--- config.mk ---
export PLATFORM = sky130hd
export DESIGN_NAME = lcd_bus_driver
export DESIGN_NICKNAME = d
export VERILOG_FILES = /design/src/rtl/lcd_bus_driver.sv
export SDC_FILE = /design/constraint.sdc
export NUM_CORES = 1
export LEC_CHECK = 0
export CAP_MARGIN = 10
export CORE_MARGIN = 2
export CORE_UTILIZATION = 50
export DETAILED_ROUTE_END_ITERATION = 7
export PLACE_DENSITY = 0.7
export SLEW_MARGIN = 20
export SYNTH_ARGS = -nofsm -noshare
export SYNTH_HDL_FRONTEND = slang
export SYNTH_SLANG_ARGS = --single-unit
--- constraint.sdc ---
create_clock -name clk -period 3.6 [get_ports clk]
set_clock_uncertainty 0.05 [all_clocks]
set_input_delay 0.9 -clock clk [delete_from_list [all_inputs] [get_ports clk]]
set_output_delay 0.9 -clock clk [all_outputs]
set_load 0.05 [all_outputs]
--- src/rtl/lcd_bus_driver.sv ---
// lcd_bus_driver: 4-bit physical-layer transmitter for the 2x16 character LCD.
// After reset it runs the controller's power-on nibble initialisation (0x3,0x3,0x3,0x2).
// It then sends {RS, RW, D[7:0]} words as two E-strobed nibbles and pulses done.
// Optional build macro LCD_OVERRUN_FLAG_EN adds a sticky 'overrun' output.
// That output flags requests dropped while busy or in the done cycle.
module lcd_bus_driver #(
  parameter int T_PWR_WAIT = 750000,
  parameter int T_SETUP    = 2,
  parameter int T_E_HIGH   = 12,
  parameter int T_HOLD     = 1,
  parameter int T_NIB_GAP  = 50,
  parameter int T_CMD_GAP  = 2000,
  parameter int T_INIT_1   = 205000,
  parameter int T_INIT_2   = 5000,
  parameter int CNT_W      = 20
) (
  input  logic       clk,
  input  logic       reset,
  input  logic       next_instruction,
  input  logic [9:0] db,
  output logic       done,
  output logic       busy,
  output logic       init_done,
  output logic       lcd_e,
  output logic       lcd_rs,
  output logic       lcd_rw,
  output logic [3:0] lcd_data
`ifdef LCD_OVERRUN_FLAG_EN
  ,
  output logic       overrun
`endif
);

  typedef enum logic [3:0] {
    PWR_WAIT, I_SETUP, I_PULSE, I_HOLD, I_GAP,
    IDLE, CAPTURE,
    HI_SETUP, HI_PULSE, HI_HOLD, NIB_GAP,
    LO_SETUP, LO_PULSE, LO_HOLD, CMD_GAP, DONE_ST
  } state_t;

  // Terminal timer values: a state exits when timer reaches length-1.
  localparam logic [CNT_W-1:0] L_PWR   = CNT_W'(T_PWR_WAIT - 1);
  localparam logic [CNT_W-1:0] L_SETUP = CNT_W'(T_SETUP - 1);
  localparam logic [CNT_W-1:0] L_EHI   = CNT_W'(T_E_HIGH - 1);
  localparam logic [CNT_W-1:0] L_HOLD  = CNT_W'(T_HOLD - 1);
  localparam logic [CNT_W-1:0] L_NIB   = CNT_W'(T_NIB_GAP - 1);
  localparam logic [CNT_W-1:0] L_CMD   = CNT_W'(T_CMD_GAP - 1);
  localparam logic [CNT_W-1:0] L_INIT1 = CNT_W'(T_INIT_1 - 1);
  localparam logic [CNT_W-1:0] L_INIT2 = CNT_W'(T_INIT_2 - 1);

  state_t           state, nxt;
  logic [CNT_W-1:0] timer, cur_last;
  logic             timer_end;
  logic [1:0]       step, step_eff;
  logic             word_rs;
  logic [7:0]       word_d;
  logic [3:0]       init_nib, hi_nib, lo_nib;
  logic             hi_rs;
  logic             nxt_e, nxt_rs;
  logic [3:0]       nxt_data;

  // Read-back is unsupported, so the RW bit of the word is never used.
  logic unused_rw;
  assign unused_rw = db[8];

  // Length of the current state, in terminal-count form.
  always_comb begin
    cur_last = '0;
    case (state)
      PWR_WAIT:                   cur_last = L_PWR;
      I_SETUP, HI_SETUP, LO_SETUP: cur_last = L_SETUP;
      I_PULSE, HI_PULSE, LO_PULSE: cur_last = L_EHI;
      I_HOLD, HI_HOLD, LO_HOLD:    cur_last = L_HOLD;
      I_GAP: begin
        case (step)
          2'd0:    cur_last = L_INIT1;
          2'd1:    cur_last = L_INIT2;
          default: cur_last = L_CMD;
        endcase
      end
      NIB_GAP: cur_last = L_NIB;
      CMD_GAP: cur_last = L_CMD;
      default: cur_last = '0;
    endcase
  end

  assign timer_end = (timer == cur_last);

  // Next-state decode; IDLE is the only state that accepts a request.
  always_comb begin
    nxt = state;
    case (state)
      PWR_WAIT: if (timer_end) nxt = I_SETUP;
      I_SETUP:  if (timer_end) nxt = I_PULSE;
      I_PULSE:  if (timer_end) nxt = I_HOLD;
      I_HOLD:   if (timer_end) nxt = I_GAP;
      I_GAP:    if (timer_end) nxt = (step == 2'd3) ? IDLE : I_SETUP;
      IDLE:     if (next_instruction) nxt = CAPTURE;
      CAPTURE:  nxt = HI_SETUP;
      HI_SETUP: if (timer_end) nxt = HI_PULSE;
      HI_PULSE: if (timer_end) nxt = HI_HOLD;
      HI_HOLD:  if (timer_end) nxt = NIB_GAP;
      NIB_GAP:  if (timer_end) nxt = LO_SETUP;
      LO_SETUP: if (timer_end) nxt = LO_PULSE;
      LO_PULSE: if (timer_end) nxt = LO_HOLD;
      LO_HOLD:  if (timer_end) nxt = CMD_GAP;
      CMD_GAP:  if (timer_end) nxt = DONE_ST;
      DONE_ST:  nxt = IDLE;
      default:  nxt = PWR_WAIT;
    endcase
  end

  // Pin values for the state being entered, so the pins change with the state.
  // Entering I_SETUP from I_GAP uses the incremented step.
  // Entering HI_SETUP from CAPTURE takes the nibble straight from db.
  // The word register only loads on that same edge.
  assign step_eff = (state == I_GAP) ? step + 2'd1 : step;
  assign init_nib = (step_eff == 2'd3) ? 4'h2 : 4'h3;
  assign hi_nib   = (state == CAPTURE) ? db[7:4] : word_d[7:4];
  assign hi_rs    = (state == CAPTURE) ? db[9]   : word_rs;
  assign lo_nib   = word_d[3:0];

  // Pin drive per phase: zero everywhere outside setup/pulse/hold.
  always_comb begin
    nxt_e    = 1'b0;
    nxt_rs   = 1'b0;
    nxt_data = 4'h0;
    case (nxt)
      I_SETUP, I_HOLD:   nxt_data = init_nib;
      I_PULSE:           begin nxt_data = init_nib; nxt_e = 1'b1; end
      HI_SETUP, HI_HOLD: begin nxt_data = hi_nib; nxt_rs = hi_rs; end
      HI_PULSE:          begin nxt_data = hi_nib; nxt_rs = hi_rs; nxt_e = 1'b1; end
      LO_SETUP, LO_HOLD: begin nxt_data = lo_nib; nxt_rs = word_rs; end
      LO_PULSE:          begin nxt_data = lo_nib; nxt_rs = word_rs; nxt_e = 1'b1; end
      default: ;
    endcase
  end

  // State, timer, init step, word latch and all registered outputs.
  always_ff @(posedge clk or posedge reset) begin
    if (reset) begin
      state     <= PWR_WAIT;
      timer     <= '0;
      step      <= '0;
      word_rs   <= 1'b0;
      word_d    <= '0;
      done      <= 1'b0;
      busy      <= 1'b1;
      init_done <= 1'b0;
      lcd_e     <= 1'b0;
      lcd_rs    <= 1'b0;
      lcd_rw    <= 1'b0;
      lcd_data  <= '0;
    end else begin
      state <= nxt;
      // Reload on every state entry; IDLE parks the timer at zero.
      if (nxt != state || state == IDLE) timer <= '0;
      else                               timer <= timer + 1'b1;
      if (state == I_GAP && timer_end) begin
        step <= step + 2'd1;
        if (step == 2'd3) init_done <= 1'b1;
      end
      // db becomes valid one cycle after the request, which is this cycle.
      if (state == CAPTURE) begin
        word_rs <= db[9];
        word_d  <= db[7:0];
      end
      done     <= (nxt == DONE_ST);
      busy     <= (nxt != IDLE);
      lcd_e    <= nxt_e;
      lcd_rs   <= nxt_rs;
      lcd_rw   <= 1'b0;
      lcd_data <= nxt_data;
    end
  end

`ifdef LCD_OVERRUN_FLAG_EN
  // Sticky flag for any request that arrives outside IDLE.
  always_ff @(posedge clk or posedge reset) begin
    if (reset)                                 overrun <= 1'b0;
    else if (next_instruction && state != IDLE) overrun <= 1'b1;
  end
`endif

endmodule

; Word level (Yosys, flattened, before mapping)
; Index checks and enable logic that the tools add are counted.
[word_totals]
in_bits = 13
output_inout_bits = 10
elab_cells = 81
regBits = 44
[classes]
add_sub_neg = 2
eq_ne = 31
mux = 26
reduce_logical = 11
[op_table]
columns = op, n
row1 = $pmux W20 S6, 1
row2 = $pmux W4 S16, 1
row3 = $mux W4, 15
row4 = $eq A4 B4 Y1 const B, 14
row5 = $pmux W18 S2, 1
row6 = $add A20 B1 Y20 const B, 1
row7 = $eq A20 B20 Y1, 1
row8 = $eq A4 B3 Y1 const B, 5
row9 = $mux W20, 1
row10 = $reduce_or A3 Y1, 6
row11 = $eq A4 B2 Y1 const B, 4
row12 = $pmux W4 S3, 1
row13 = $eq A4 B1 Y1 const B, 2
row14 = $eq A2 B2 Y1 const B, 2
row15 = $logic_not A4 Y1, 1
row16 = $ne A4 B3 Y1 const B, 1
row17 = $ne A4 B4 Y1, 1
row18 = $mux W1, 3
row19 = $mux W3, 1
row20 = $add A2 B1 Y2 const B, 1
row21 = $eq A2 B1 Y1 const B, 1
row22 = $logic_not A2 Y1, 1
row23 = $mux W2, 1
row24 = $pmux W1 S2, 1
row25 = other kinds (3), 3

; Logic depth before layout (Yosys ltp)
; Gate-level depths: netlist (run 1).
[logic_depth]
ltp_word = 9
ltp_mapped = 13
mapped_depth_nobuf = 12

; Least setup slack after synthesis (run 1)
; No wires, ideal clock.
[synth_timing]
kind = flip-flop to flip-flop
from = register step[0]
to = register lcd_data[1]
period_less_slack_ns = 3.052
setup_time_ns = 0.126
path_slack_ns = 0.548
stages_incl_launch_ff = 12
t_arrival_ns = 2.875
required_ns = 3.424
path_buffers = 0
path_cell_list = dfrtp_1 > inv_1 > ha_1 > nor3_1 > nor3_1 > or4_1 > nor4_2 > nand4_1 > o31ai_4 > nand2b_1 > o21ai_0 > a221o_1
[synth_between]
elab_chain_len = 9
elab_cells_between_ends = 34
cone_classes = eq/ne: 12 / mux: 18 / reduce/logical: 4
[synth_rtl]
columns = item, line_no
row1 = from (decl), 54  ; logic [1:0] step, step_eff;
row2 = from (signal assigned), 160  ; step <= step + 2'd1;
row3 = $eq A2 B1 Y1 / $logic_not A2 Y1 (equally long branches), 75  ; case (step)
row4 = $pmux W18 S2 *, 75
row5 = $pmux W20 S6 *, 69  ; case (state)
row6 = $eq A20 B20 Y1 *, 87  ; assign timer_end = (timer == cur_last);
row7 = "$mux W4, or another cell as far along", 107  ; CMD_GAP: if (timer_end) nxt = DONE_ST;
row8 = $pmux W4 S16 *, 92  ; case (state)
row9 = net nxt[3], 51  ; state_t state, nxt;
row10 = "$eq A4 B4 Y1, or another cell as far along", 128  ; case (nxt)
row11 = $reduce_or A3 Y1 (no source line), n/a
row12 = $pmux W4 S3 *, 128
row13 = net nxt_data[1], 60  ; logic [3:0] nxt_data;
row14 = to (signal assigned), 173  ; lcd_data <= nxt_data;
row15 = to (decl), 27  ; output logic [3:0] lcd_data
; The timed path passes the listed nets; every way through them passes the cells marked *.
; A chain may end at the register's enable or synchronous reset.

; Worst setup path after layout (run 1)
[layout_timing]
from = register step[0]
to = register lcd_data[3]
; Same word-level chain as after synthesis.

==> results of run 1 <==
[how the worst min path moves through the flow]
stage	slack, ns	from	end
after floorplan	0.42	timer[0]	timer[0]
after global placement	0.40	init_done	init_done
after detailed placement	0.40	init_done	init_done
after CTS	0.43	init_done	init_done
after global routing	0.45	init_done	init_done
final	0.42	init_done	init_done
[sequential cells by signal (all words and copies together), names as in the netlist]
register	flops
timer	20
word_d	8
lcd_data	4
state	4
step	2
busy	1
done	1
init_done	1
lcd_e	1
lcd_rs	1
word_rs	1
[cell families (layout without fill, tap and decap cells)]
logic type | count (synthesis) | after routing
buffers and inverters | 40 | 60
XOR/XNOR | 22 | 22
AO/OA/AOI/OAI | 62 | 62
other | 1 | 1
adder cells (fa/ha/maj) | 5 | 5
flip-flops | 44 | 44
multiplexers | 16 | 16
AND/OR/NAND/NOR | 120 | 120
[through the flow]
step / instances / setup slack, ns / hold WS, ns / cell area (um2)
floorplan: 310 / 0.5485 / 0.4187 / 2888
global placement: 394 / 0.1506 / 0.3985 / 3189
detailed placement: 394 / 0.05948 / 0.3999 / 3189
CTS: 402 / 0.04440 / 0.4273 / 3284
global route: 402 / 0.06343 / 0.4510 / 3306
finish: 402 / 0.2553 / 0.4203 / 3306
[placed cells by master, fill, tap and decap left out, types with 2 or more instances in the layout]
cell / n
xor2_1: 5
dfrtp_1: 42
nand3_1: 9
buf_4: 13
or3_1: 5
inv_6: 2
a2111o_1: 2
o22ai_1: 3
nand4_1: 5
nand3b_1: 3
xnor2_1: 17
nand4_2: 2
clkdlybuf4s50_1: 20
and2_1: 4
clkbuf_8: 5
a22o_1: 3
or4_1: 4
mux2_2: 10
nor2b_1: 3
a221oi_1: 3
mux2i_1: 5
a221o_1: 2
o21bai_1: 3
o221ai_1: 2
nor3_1: 9
nand2b_1: 4
o32a_1: 2
a211o_1: 3
a21oi_1: 15
nor4_1: 2
o21ai_0: 5
o31ai_4: 2
nand2_1: 17
inv_1: 17
nor2_1: 38
and3_1: 3
ha_1: 4
[power breakdown]
group          internal, mW  total [mW]  switching, mW  leakage [nW]
clock                 0.143       0.334          0.191        0.0491
sequential            0.494       0.494              0         0.595
combinational        0.0111      0.0241         0.0130         0.735
[layout make-up]
class	instances	area [um2]
fillers	508	2235
multi-input cells	226	1632
flip-flops and latches	44	1104
repair buffers	34	317.8
well taps	72	90.09
clock buffers	5	68.82
inverters	18	67.56
clock inverters	3	26.28
[worst max-delay path: cells and delay by family, from the launching register on]
family / cells / cell delay (ns)
buffers and inverters: 1 / 0.11
adders and majority gates: 1 / 0.26
AOI/OAI and AO/OA: 4 / 1.03
and+or+nand+nor: 5 / 1.43
DFF: 1 / 0.40
[what timing repair did]
| action | CTS | global route |
|---|---|---|
| setup buffers | 0 | 0 |
| setup endpoints to repair | 0 | 5 |
| resized for setup | 0 | 5 |
[metal layers]
layer,up-vias,part of all wire,wire (um)
li1,1139,-,-
met1,1097,0.48,2909
met2,50,0.47,2891
met3,7,0.041,253
met4,0,0.011,65
met5,-,0,0
==> impl.org, run 1 <==
** Floorplan
- Overall die height :: 80.00 um
- For this configuration, the core starts out at a cell density of 0.5212.
- The die is 80.00 um wide.
- Floorplan row count :: 27
- The floorplan step defined a die boundary enclosing 0.006399 mm2.
- I/O Pins :: 23
- Area inside the core boundary :: 0.005540 mm2

** Logic synthesis
- Of the total synthesized cell area, the portion taken by full adders, half adders and majority gates is 0.02166.
- Sorting the synthesized cells by area gives the leading types as dfrtp_1 (37%), xnor2_1 (5.2%), nor2_1 (4.9%), mux2_2 (3.9%), a21oi_1 (2.6%).
- Commonest cells post-synth :: dfrtp_1 (43), nor2_1 (38), inv_1 (18)
- The portion of synthesized area spent on multiplexers is 0.06412.
- Area share of the leading cell type in the synthesized netlist :: 0.3726
- The synthesized design contains 44 register bits.
- Number of enable flip-flop cells after synthesis :: 0
- After synthesis, the largest family of logic cells by area is simple AND/OR/NAND/NOR gates.
- Synth Area in Simple Gates :: 0.2253
- Sequential fraction of the synthesis area :: 0.3817
- Parity-gate share of the synthesized area counting xor and xnor cells :: 0.06672
- Warnings, synthesis :: 0
- Gate count of the mapped netlist :: 310
- The biggest area contributor in the post-synthesis netlist is dfrtp_1.
- After synthesis, the mean cell area works out to 9.315 um2.
- The complex-gate fraction of the synthesized area was 0.1763.
- In this run the cell area of the synthesized design comes to 0.002888 mm2.
- Synth Flop Type :: dfrtp_1
- dfrtp_1 is the most common cell in the netlist.
- For this run, asynchronously set or reset flops after synthesis account for 1.000.
- Mapped Nets :: 328
- Yosys mapped the design onto 67 distinct sky130hd cell types.

** Place
- Buffers placed on the I/O ports in this run total 20.
- Weighted congestion at the end of routability-driven global placement :: 1.021
- Half-perimeter wire length of the detailed placement result :: 4561 um

** Detailed routing
- After detailed routing, the number of vias per cell comes to 5.704.
- After detailed routing, the total wire length is 6120 um.
- The pre-antenna-repair detailed-routing pass consisted of 4 iterations.
- The detail route stage leaves a number of antenna-violating nets equal to 0.
- Number of DRC violations after detailed-routing iteration 0 :: 173
- Routed wirelength normalized by instance count :: 15.22 um
- The routed layout has 2293 vias.
- In the routed design, unresolved DRC markers number 0.

** Clock network
- H-tree Lvls :: 2
- Counting along the longest clock path gives a buffer depth of 2.
- CTS tree :: built
- Worst skew pair latency :: 0.31 ns
- Cell chosen for the clock root :: clkbuf_8
- Clock tree synthesis inserted a total of 5 buffers.
- Clock-pin slew was measured on the worst setup and hold paths at 0.10 ns.
- For this design, the sink count on the clock tree is 44.
- Hold-fix buffers, CTS :: 0

** Critical path
- Minimum setup slack among reg-to-reg paths :: 0.26 ns
- Capture point of the critical path :: lcd_data[3]
- STA puts the critical path data arrival time at 3.55 ns.
- Type of destination of the critical path :: flip-flop
- Worst r2r src :: step[0]
- Crit path max-delay cell type :: or4_1
- Chain of cells forming the critical path :: inv_1, ha_2, nor3_2, nor3_1, or4_1, nor4_2, nand4_1, o31ai_4, o31ai_4, o21ai_1, a22o_1
- The number of cells on the worst reg-to-reg path is 11.
- Source of the critical timing path :: step[0]
- Critical path class :: flip-flop to flip-flop
- Critical Path Source Type :: flip-flop
- On the worst path, the slowest cell contributes a delay of 0.52 ns.
- Critical register-to-register path endpoint :: lcd_data[3]
- Worst EP required :: 3.80 ns
- In this run the worst path has a maximum fanout of 7.
- Cell repeated most along the worst path :: o31ai_4

** Global routing
- Grt peak-use layer :: met2
- Via count of the first global-routing pass :: 2208
- For this run, global-route usage on met3 was measured as 0.03054.
- Entering global routing, the biggest net connects 26 pins.
- The number of antenna violations at the first check in global routing is 0.
- Grt met2 use :: 0.3325
- For this run, global-route usage on met1 was measured as 0.3039.
- After global routing the overflow that remains totals 0.
- Across every metal layer, demand over resource in global routing totals 0.2105.
- Wire length of the first global-routing pass :: 10550 um

** Finish
- The final layout contains 347 nets.
- Of the cells placed in the final design, the portion with a size suffix greater than 1 is 0.1636.
- The number of antenna diodes in the final layout is 0.
- Core utilization of the finished layout :: 0.5967
- Layout area overhead :: 14.47%

** Power and ir drop
- Leakage dissipation :: 1.379 nW
- Overall power of the completed layout :: 852.0 uW
- Worst-case vdd ir drop :: 0.0001868 V
- For this design the ratio of total power to cell area is 257.7 mW/mm2.

** STA
- Transition time at the pin with the least slew margin :: 0.8786 ns
- Of the available clock period, the critical path in the final layout requires 0.9291.
- Final number of setup-violating endpoints :: 0
- The number of pins with negative max-slew slack in the final report is 0.
- In this run the tightest slew margin relative to its limit is 0.4106.
- Setup Total Neg Slack :: 0 ns
- Derived from the worst setup path, the maximum achievable clock frequency is 299.0 MHz.
- Subtracting the final worst setup slack from the clock period gives 3.345 ns.
- Setup repair after global routing left no endpoint under its margin.
- Number of hold-slack violations in the final timing report :: 0

** Min path
- Count of cells along the worst hold path :: 1
- The min-delay analysis places its worst path in the category flip-flop to flip-flop.

** Flow run
- Count of maximum capacitance violations :: 0

** Outcome
- Outcome :: finished clean
(Power assumes the default switching activity.)
==> run 2: changes to the inputs <==
Settings changed: SETUP_SLACK_MARGIN set to 0.02.
==> results of run 2 <==
Final layout, timing and power as in run 1 (identical DEF).
==> run 3: changes to the inputs <==
Settings changed: ABC_CLOCK_PERIOD_IN_PS set to 3600.
==> results of run 3 <==
Final layout, timing and power as in run 1 (identical DEF).
